`src/rtl/matmul_loader.sv`:
```
// Ping-pong frame loader for the matrix-multiply core: packs an 18-byte A|B
// stream into two buffers and replays each full frame as start pulse + bytes.
module matmul_loader #(
    parameter int N_ELEM = 18,
    parameter int DW     = 8
) (
    input  logic          clk,
    input  logic          rst,
    input  logic          in_valid,
    input  logic [DW-1:0] in_data,
    output logic          in_ready,
    output logic          mm_st,
    output logic [DW-1:0] mm_data,
    input  logic          mm_done,
    output logic          busy,
    output logic [7:0]    frame_cnt,
    output logic          err
);

    localparam int IW = $clog2(N_ELEM + 1);
    localparam logic [IW-1:0] LAST = IW'(N_ELEM - 1);
    localparam logic [IW-1:0] CNT  = IW'(N_ELEM);

    typedef enum logic [1:0] {S_IDLE, S_START, S_STREAM, S_WAIT} state_t;

    state_t          state_q, state_d;
    logic [1:0]      full_q, full_d;
    logic            fsel_q, fsel_d;
    logic            ssel_q, ssel_d;
    logic [IW-1:0]   widx_q, widx_d;
    logic [IW-1:0]   ridx_q, ridx_d;
    logic            mm_st_q, mm_st_d;
    logic [DW-1:0]   mm_data_q, mm_data_d;
    logic            busy_q, busy_d;
    logic [7:0]      frame_cnt_q, frame_cnt_d;
    logic            err_q, err_d;
    logic            accept;

    logic [DW-1:0]   frame_mem [2][N_ELEM];

    assign in_ready = ~full_q[fsel_q];
    assign accept   = in_valid & in_ready;

    always_comb begin
        state_d     = state_q;
        full_d      = full_q;
        fsel_d      = fsel_q;
        ssel_d      = ssel_q;
        widx_d      = widx_q;
        ridx_d      = ridx_q;
        mm_st_d     = 1'b0;
        mm_data_d   = '0;
        busy_d      = busy_q;
        frame_cnt_d = frame_cnt_q;
        err_d       = err_q;

        if (accept) begin
            if (widx_q == LAST) begin
                widx_d         = '0;
                fsel_d         = ~fsel_q;
                full_d[fsel_q] = 1'b1;
            end else begin
                widx_d = widx_q + 1'b1;
            end
        end

        // ridx counts bytes already presented, so the last byte leaves at CNT
        case (state_q)
            S_IDLE: begin
                if (full_q[ssel_q]) begin
                    state_d = S_START;
                    mm_st_d = 1'b1;
                    busy_d  = 1'b1;
                end
            end
            S_START: begin
                state_d   = S_STREAM;
                mm_data_d = frame_mem[ssel_q][0];
                ridx_d    = IW'(1);
            end
            S_STREAM: begin
                if (ridx_q == CNT) begin
                    state_d = S_WAIT;
                end else begin
                    mm_data_d = frame_mem[ssel_q][ridx_q];
                    ridx_d    = ridx_q + 1'b1;
                end
            end
            S_WAIT: begin
                if (mm_done) begin
                    full_d[ssel_q] = 1'b0;
                    ssel_d         = ~ssel_q;
                    frame_cnt_d    = frame_cnt_q + 8'd1;
                    busy_d         = 1'b0;
                    state_d        = S_IDLE;
                end
            end
            default: state_d = S_IDLE;
        endcase

        if (mm_done && (state_q != S_WAIT)) err_d = 1'b1;
    end

    always_ff @(posedge clk) begin
        if (rst) begin
            state_q     <= S_IDLE;
            full_q      <= '0;
            fsel_q      <= 1'b0;
            ssel_q      <= 1'b0;
            widx_q      <= '0;
            ridx_q      <= '0;
            mm_st_q     <= 1'b0;
            mm_data_q   <= '0;
            busy_q      <= 1'b0;
            frame_cnt_q <= '0;
            err_q       <= 1'b0;
        end else begin
            state_q     <= state_d;
            full_q      <= full_d;
            fsel_q      <= fsel_d;
            ssel_q      <= ssel_d;
            widx_q      <= widx_d;
            ridx_q      <= ridx_d;
            mm_st_q     <= mm_st_d;
            mm_data_q   <= mm_data_d;
            busy_q      <= busy_d;
            frame_cnt_q <= frame_cnt_d;
            err_q       <= err_d;
        end
    end

    // Frame storage is data only; reset just abandons whatever it holds
    always_ff @(posedge clk) begin
        if (accept) frame_mem[fsel_q][widx_q] <= in_data;
    end

    assign mm_st     = mm_st_q;
    assign mm_data   = mm_data_q;
    assign busy      = busy_q;
    assign frame_cnt = frame_cnt_q;
    assign err       = err_q;

endmodule

```
`config.mk`:
```
export PLATFORM = sky130hd
export DESIGN_NAME = matmul_loader
export DESIGN_NICKNAME = d
export VERILOG_FILES = /design/src/rtl/matmul_loader.sv
export SDC_FILE = /design/constraint.sdc
export NUM_CORES = 1
export LEC_CHECK = 0
export CAP_MARGIN = 40
export CORE_MARGIN = 2
export CORE_UTILIZATION = 46
export CTS_CLUSTER_DIAMETER = 60
export DETAILED_ROUTE_END_ITERATION = 8
export PLACE_DENSITY = 0.74
export SYNTH_ARGS = -nofsm -noshare
export SYNTH_HDL_FRONTEND = slang
export SYNTH_SLANG_ARGS = --single-unit
```
`constraint.sdc`:
```
create_clock -name clk -period 1.8 [get_ports clk]
set_input_delay 0.36 -clock clk [delete_from_list [all_inputs] [get_ports clk]]
set_output_delay 0.36 -clock clk [all_outputs]
set_load 0.1 [all_outputs]
```
# Yosys cells after proc, flatten, opt, wreduce, memory -nomap -nowiden

Memories as Yosys holds them, arrays and structs flattened. A register that Yosys moved wholly into a read port is not among the register bits.
Cells that the tools add are included.
Widths: inputs -> output; s select.

Register bits after elaboration: 35
Memories kept: 1
Word-level logic and storage cells: 89
Bits in writable memories: 288
Bits of input ports: 12
Output and inout bits: 20

Bitwise operators: 10
$add $sub $neg: 3
Multiplexer cells: 34
Order comparisons: 7
Eq/ne operators: 10
Reduce and logical (&&, ||, !) cells: 13

Memory list:

| memory    | words | bits a word | read ports | clocked after Yosys merged registers in | write ports | RTL line | source |
|---|---|---|---|---|---|---|---|
| frame_mem | 2     | 144         | 1          | 1                                       | 1           | 39       | `logic [DW-1:0] frame_mem [2][N_ELEM];` |

Operators by type and width:

| cell                | count |
|---|---|
| $mux 144            | 1 |
| $bmux 8 s5          | 1 |
| $demux 8 s5         | 1 |
| $mux 8              | 4 |
| $pmux 8 s2          | 1 |
| $mux 2              | 7 |
| $ge 6x6->1 const B  | 2 |
| $mux 1              | 12 |
| $not 5->6           | 2 |
| $add 5x1->5 const B | 2 |
| $eq 5x5->1 const B  | 2 |
| $mux 5              | 2 |
| $ne 2x2->1 const B  | 5 |
| $pmux 5 s2          | 1 |
| $add 8x1->8 const B | 1 |
| $pmux 2 s4          | 1 |
| $lt 6x1->1 const B  | 1 |
| $reduce_and 2->1    | 3 |
| $reduce_and 3->1    | 2 |
| $eq 2x2->1 const B  | 2 |
| $logic_and 1x1->1   | 4 |
| $lt 1x2->1 const B  | 2 |
| $not 1->1           | 4 |
| $reduce_bool 2->1   | 2 |
| 10 further kinds    | 12 |

# Depth between registers and ports, before layout

Gate-level depths: netlist of the first run.

Depth after elaboration: 10
Depth in mapped cells: 8
Mapped depth without buffers: 7

# Least setup slack after synthesis of the first run

OpenSTA, ideal clock, no wires.

Path type: reg-to-reg
Start point: reg fsel_q
End point: mem frame_mem[0][16] (netlist name), enable pin
Cell stages (with the launch flop): 6
Period minus slack after synthesis: 3.499 ns
Path slack: -1.699 ns
Setup time: 0.370 ns
Required time: 1.430 ns
Arrival: 3.128 ns
Cell sequence: dfxtp_1 mux2i_1 and2_1 clkbuf_1 nand3_1 nor2_1

Cells in the longest elaborated chain, start to end: 6

RTL lines:

| what                                      | RTL line | source |
|---|---|---|
| start: declaration                        | 28       | `logic fsel_q, fsel_d;` |
| start signal: assignment                  | 120      | `fsel_q <= fsel_d;` |
| $mux 1 (implied by the code) (2 in a row) | 41       | `assign in_ready = ~full_q[fsel_q];` |
| $not 1->1                                 | 41       |  |
| via in_ready                              | 11       | `output logic in_ready,` |
| $and 1x1->1                               | 42       | `assign accept = in_valid & in_ready;` |
| $mux 1                                    | 134      | `if (accept) frame_mem[fsel_q][widx_q] <= in_data;` |
| $mux 144 (implied by the code)            | 134      |  |
| end: declaration                          | 39       |  |

The timed path passes the listed nets, and every way through them passes these cells. The select of a mux whose other input is x is not followed.

==> impl_metrics.py, run 1 <==
metrics = {
    "outcome": {
        "status": "finished, violations left",
        "violations": "setup timing",
    },
    "worst_setup_path": {
        "cp_data_required_time_ns": 2.22,
        "start_kind": "flip-flop",
        "setup.worst_path.class": "reg -> reg",
        "cp_cell_sequence": "buf_12 -> buf_16 -> mux4_2 -> a22o_1 -> a211oi_4 -> o32ai_2",
        "arrival_ns": 2.46,
        "crit_path_max_incr_delay_ns": 0.49,
        "cp_top_family": "compound AO/OA/AOI/OAI gates",
        "crit_fanout": 10,
        "endpoint_kind": "flip-flop",
        "crit_buf_inv": 2,
        "crit_slowest_cell": "mux4_2",
    },
    "timing": {
        "max_freq_mhz": 491,
        "rsz0062_at_grt": "true",
        "finalSetupViolCount": 8,
        "worst_pin_slew_ns": 0.544,
        "post-route-period-util_pct": 113,
        "hold_viol_final": 0,
        "slew_violations": 0,
        "setup_slack_ns": -0.236,
        "period_needed_ns": 2.04,
        "maxSlewHeadroom_pct": 63.5,
        "setup-tns-final_ns": -1.63,
        "skew_ns": 0.0131,
    },
    "floorplanning": {
        "fp.dieH_um": 172,
        "die_x_um": 172,
        "coreArea_mm2": 0.0278,
        "io_pins": 32,
        "rows": 61,
        "die_area_mm2": 0.0295,
        "initial_core_util_pct": 46.6,
    },
    "layout": {
        "layout_commonest_cell": "edfxtp_1",
        "antenna_cells_inserted": 0,
        "nets": 913,
        "layout_common_cells": "288 x edfxtp_1, 104 x buf_4, 52 x nor2_1, 42 x mux4_2, 39 x buf_12",
        "stdcell_count": 1291,
        "fill_cells": 2043,
        "syn2layout_area_growth_pct": 26.5,
        "drive_above_1_share_pct": 33.6,
    },
    "clock_tree": {
        "h-tree-depth": 1,
        "numCtsBuffers": 31,
        "cts.sinks": 324,
        "cts_root_buffer": "clkbuf_16",
        "cts_tree": "done",
        "clk_latency_ns": 0.56,
        "clk_path_buf_depth": 3,
        "cts.clk_slew.worst_paths_ns": 0.06,
    },
    "yosys": {
        "synth_top_area_share_pct": 66.7,
        "syn-mean-instance-area_um2": 17.5,
        "netlist-cell-type-count": 51,
        "synthesis.nets": 763,
        "synth_enable_flop_cells": 288,
        "seq_area_frac_synth_pct": 72.3,
        "synth_flop_cell": "edfxtp_1",
        "synth_area_mm2": 0.0130,
        "yosys_warnings": 0,
        "yosys-top-cells-area": "edfxtp_1 67%, mux4_2 6.1%, dfxtp_1 5.6%",
        "synth_top_area_cell": "edfxtp_1",
        "syn_inst": 739,
        "async_flop_share_pct": 0,
        "ys_seq_elements": 324,
    },
    "placement": {
        "port_buffers": 31,
        "gp_congestion": 0.878,
        "dp_cells": 1222,
        "hpwlAfterDp_um": 19300,
        "post-place-ws_ns": -0.522,
    },
    "route": {
        "via_count": 7315,
        "drt_iter0_markers": 749,
        "drtPass1Iterations": 5,
        "avgRoutedWirePerCell_um": 23.1,
        "viasPerCell": 5.67,
        "wl_um": 29800,
        "antenna_left": 0,
        "post-route-drc-count": 0,
    },
    "global_route": {
        "grtUsageTotal_pct": 20.6,
        "grt_overflow": 0,
        "antenna_found_initial": 0,
        "grt_pass1_vias": 7321,
        "grt_max_degree": 37,
        "grt_pass1_wl_um": 44800,
    },
    "worst_hold_path": {
        "hold_class": "reg -> reg",
    },
    "pwr": {
        "ir_drop_uv": 771,
        "powerDensity_mw_per_mm2": 1060,
        "p_leak_nw": 5.30,
    },
    "run": {
        "drv_cap": 0,
    },
}
cells by family after synthesis:
logic type	Yosys count	share of synthesized area, %
compound gates	85	4.92
xor+xnor	14	0.946
fa+ha+maj	12	1.16
buf+inv	52	2.42
flops	324	72.3
mux	95	12.6
simple gates	157	5.69
timing repair:
| action | CTS | global route |
|---|---|---|
| setup endpoints to repair | 9 | 80 |
| pin swaps | 9 | 10 |
| gates cloned | 1 | 0 |
| setup buffers | 9 | 4 |
| hold buffers | 0 | 0 |
| resized for setup | 44 | 17 |
layer usage:
layer / up-vias / share of wire (%) / GRT usage, %
met5: - / 0 / 0
li1: 3241 / - / -
met3: 54 / 7.8 / 2.72
met1: 3726 / 42 / 29.6
met4: 0 / 2.6 / 5.96
met2: 294 / 47 / 33.3
through the flow:
| stage | power [mW] | hold slack [ns] | area (um2) | utilization (%) |
|---|---|---|---|---|
| after floorplan | 9.43 | 0.459 | 13100 | - |
| after global placement | 10.2 | 0.485 | 14900 | 53.7 |
| after detailed placement | 10.3 | 0.492 | 14900 | 53.7 |
| after CTS | 17.5 | 0.516 | 16300 | 58.8 |
| after global routing | 17.9 | 0.530 | 16400 | 59.0 |
| final | 17.4 | 0.513 | 16400 | 59.0 |
area by class of cell:
| class | count | area [um2] | share of cell area, % |
|---|---|---|---|
| clock buffer | 33 | 783 | 4.78 |
| clock inverter | 24 | 344 | 2.10 |
| inverter | 10 | 38.8 | 0.237 |
| timing repair buffer | 159 | 1750 | 10.7 |
| multi-input combinational | 363 | 3620 | 22.1 |
| sequential | 324 | 9380 | 57.2 |
| tap | 378 | 473 | 2.89 |
sequential cells by signal (all words and copies together) (netlist names), named ones only:
name and count:
frame_mem 288, frame_cnt 8, full_q 2, err 1, ssel_q 1, fsel_q 1, busy 1, state_q 2
widx_q 5, ridx_q 5, mm_data 8, mm_st 1
cells in the mapped netlist (all sizes together) (12+ instances only):
| library cell | instances |
|---|---|
| a21oi | 17 |
| mux2i | 37 |
| nand3 | 13 |
| dfxtp | 36 |
| nand2 | 23 |
| buf | 27 |
| nor2 | 69 |
| nor2b | 20 |
| clkbuf | 15 |
| edfxtp | 288 |
| mux4 | 49 |
| ha | 12 |
| a211oi | 14 |
worst reg2reg max path: cells and delay by family (launching register included):
kind / cells / cell delay [ns]
AOI/OAI and AO/OA: 3 / 0.70
muxes: 1 / 0.50
DFF: 1 / 0.41
buffers and inverters: 2 / 0.30
power by group:
part | total (mW) | switching (mW) | leakage, nW | internal, mW
combinational | 1.97 | 1.11 | 1.87 | 0.861
clock | 7.11 | 2.69 | 0.544 | 4.42
sequential | 8.33 | 0.0852 | 2.89 | 8.25
path summary, 6_finish.rpt:
check	endpoint	cells after the start	slack [ns]	start
worst max-delay path	mm_data[4]	6	-0.24	flip-flop
worst min-delay path	frame_cnt[1]	2	0.51	frame_cnt[1]
worst max register to register	mm_data[4]	6	-0.24	flip-flop
worst min register to register	frame_cnt[1]	2	0.51	frame_cnt[1]
No activity file was read; power rests on OpenSTA's default activity.
==> run 2, diff against run 1 <==
--- a/config.mk
+++ b/config.mk
@@ -10,6 +10,7 @@
 export CORE_UTILIZATION = 46
 export CTS_CLUSTER_DIAMETER = 60
 export DETAILED_ROUTE_END_ITERATION = 8
+export MAX_ROUTING_LAYER = met4
 export PLACE_DENSITY = 0.74
 export SYNTH_ARGS = -nofsm -noshare
 export SYNTH_HDL_FRONTEND = slang
==> run 2 against run 1 <==
Largest power group unchanged. Largest cell class unchanged. Utilization up 0.64 points. Via count rose by 1.2%. Highest routed layer unchanged. Die area unchanged. Worst hold slack got worse by 0.016 ns. Maximum frequency is 3.9% lower. Global-route usage increased by 1.5 points. The run still ends with setup timing left. Clock power down 3.4%. Critical path depth is 1 higher.
==> impl_metrics.py, run 2 (synthesis gave the netlist of run 1 again) <==
metrics = {
    "route": {
        "drtPass1Iterations": 6,
        "drt_iter0_markers": 824,
        "via_count": 7404,
        "post-route-drc-count": 0,
        "antenna_left": 0,
        "avgRoutedWirePerCell_um": 23.8,
        "viasPerCell": 5.70,
        "wl_um": 31000,
    },
    "timing": {
        "maxSlewHeadroom_pct": 63.4,
        "period_needed_ns": 2.12,
        "post-route-period-util_pct": 118,
        "setup-tns-final_ns": -1.89,
        "worst_pin_slew_ns": 0.542,
        "max_freq_mhz": 472,
        "setup_slack_ns": -0.318,
        "hold_viol_final": 0,
        "rsz0062_at_grt": "true",
        "skew_ns": 0.0141,
        "slew_violations": 0,
        "finalSetupViolCount": 8,
    },
    "pwr": {
        "finalPower_mw": 17.2,
        "powerDensity_mw_per_mm2": 1040,
        "ir_drop_uv": 638,
        "p_leak_nw": 5.38,
    },
    "clock_tree": {
        "numCtsBuffers": 34,
        "cts_root_buffer": "clkbuf_16",
        "cts.clk_slew.worst_paths_ns": 0.06,
        "clk_path_buf_depth": 3,
        "clk_latency_ns": 0.51,
        "cts_tree": "done",
        "cts.sinks": 324,
        "h-tree-depth": 2,
    },
    "placement": {
        "port_buffers": 31,
        "gp_congestion": 0.892,
        "hpwlAfterDp_um": 19200,
        "post-place-ws_ns": -0.501,
    },
    "floorplanning": {
        "coreArea_mm2": 0.0278,
        "fp.dieH_um": 172,
        "io_pins": 32,
        "die_area_mm2": 0.0295,
        "rows": 61,
        "initial_core_util_pct": 46.6,
        "die_x_um": 172,
    },
    "worst_hold_path": {
        "hold_class": "reg -> reg",
    },
    "global_route": {
        "antenna_found_initial": 0,
        "grt_pass1_vias": 7461,
        "grt_pass1_wl_um": 46400,
        "grt_max_degree": 37,
        "grt_overflow": 0,
        "grtUsageTotal_pct": 22.1,
    },
    "layout": {
        "antenna_cells_inserted": 0,
        "top_register": "frame_mem",
        "nets": 920,
        "syn2layout_area_growth_pct": 27.9,
        "layout_commonest_cell": "edfxtp_1",
        "drive_above_1_share_pct": 34.3,
        "largest_reg_flops": 288,
        "layout_common_cells": "288 x edfxtp_1, 103 x buf_4, 53 x nor2_1, 42 x mux4_2, 41 x buf_12",
    },
    "worst_setup_path": {
        "start_kind": "flip-flop",
        "cp_data_required_time_ns": 2.16,
        "r2r_slack_ns": -0.32,
        "endpoint_kind": "flip-flop",
        "arrival_ns": 2.48,
        "setup.worst_path.class": "reg -> reg",
        "crit_fanout": 6,
    },
    "outcome": {
        "violations": "setup timing",
        "status": "finished, violations left",
    },
    "run": {
        "drv_cap": 0,
    },
}
-- run 2: changes by cell type in the layout (fill, tap and decap cells not counted), moves of 3 or more --
cell,previous run,this run
bufinv_16,9,2
clkbuf_16,31,37
clkbuf_1,2,7
nor2b_1,19,16
-- run 2: layer usage --
layer	global-route usage (%)	vias up	share of wire, %
met3	3.57	68	7.7
li1	-	3254	-
met1	29.4	3722	40
met2	36.1	360	49
met4	5.44	0	2.8
met5	-	-	0
-- run 2: timing repair --
item | in CTS | in global routing
cloned | 3 | 0
gates resized for setup | 50 | 26
buffers inserted | 13 | 6
hold buffers | 0 | 0
setup endpoints to repair | 9 | 69
endpoints found under the hold margin | 0 | 0
pin swaps | 23 | 11
-- run 2: final timing paths --
| path | start | endpoint | depth (start not counted) |
|---|---|---|---|
| setup / recovery | flip-flop | mm_data[2] | 7 |
| hold / removal | frame_cnt[1] | frame_cnt[1] | 2 |
| setup reg to reg | flip-flop | mm_data[2] | 7 |
| hold reg to reg | frame_cnt[1] | frame_cnt[1] | 2 |
-- run 2: layout make-up --
| type | instances | area (um2) |
|---|---|---|
| repair buffers | 163 | 1860 |
| fillers | 1975 | 11200 |
| clock buffers | 46 | 980 |
| clock inverters | 16 | 130 |
| flip-flops and latches | 324 | 9380 |
| inverters | 10 | 37.5 |
| multi-input cells | 363 | 3710 |
| well taps | 378 | 473 |
-- run 2: stage by stage --
step,utilization (%),cells,hold WS (ns),cell area (um2)
2_1_floorplan,-,739,0.459,13100
3_3_place_gp,53.6,1218,0.483,14900
3_5_place_dp,53.6,1218,0.488,14900
4_1_cts,59.1,1294,0.496,16400
5_1_grt,59.6,1300,0.531,16600
6_report,59.6,1300,0.497,16600
-- run 2: worst max-delay path, stage by stage (launching register included) --
cell and delay, ns:
dfxtp_4 0.40, buf_12 0.13, buf_12 0.12, buf_4 0.18, mux4_2 0.51, nor2b_1 0.14
a21oi_1 0.32, o32ai_2 0.16
-- run 2: power by group --
| part | total (mW) | internal (mW) | switching, mW |
|---|---|---|---|
| clock network | 6.87 | 4.11 | 2.75 |
| logic | 2.01 | 0.834 | 1.17 |
| registers | 8.30 | 8.25 | 0.0566 |
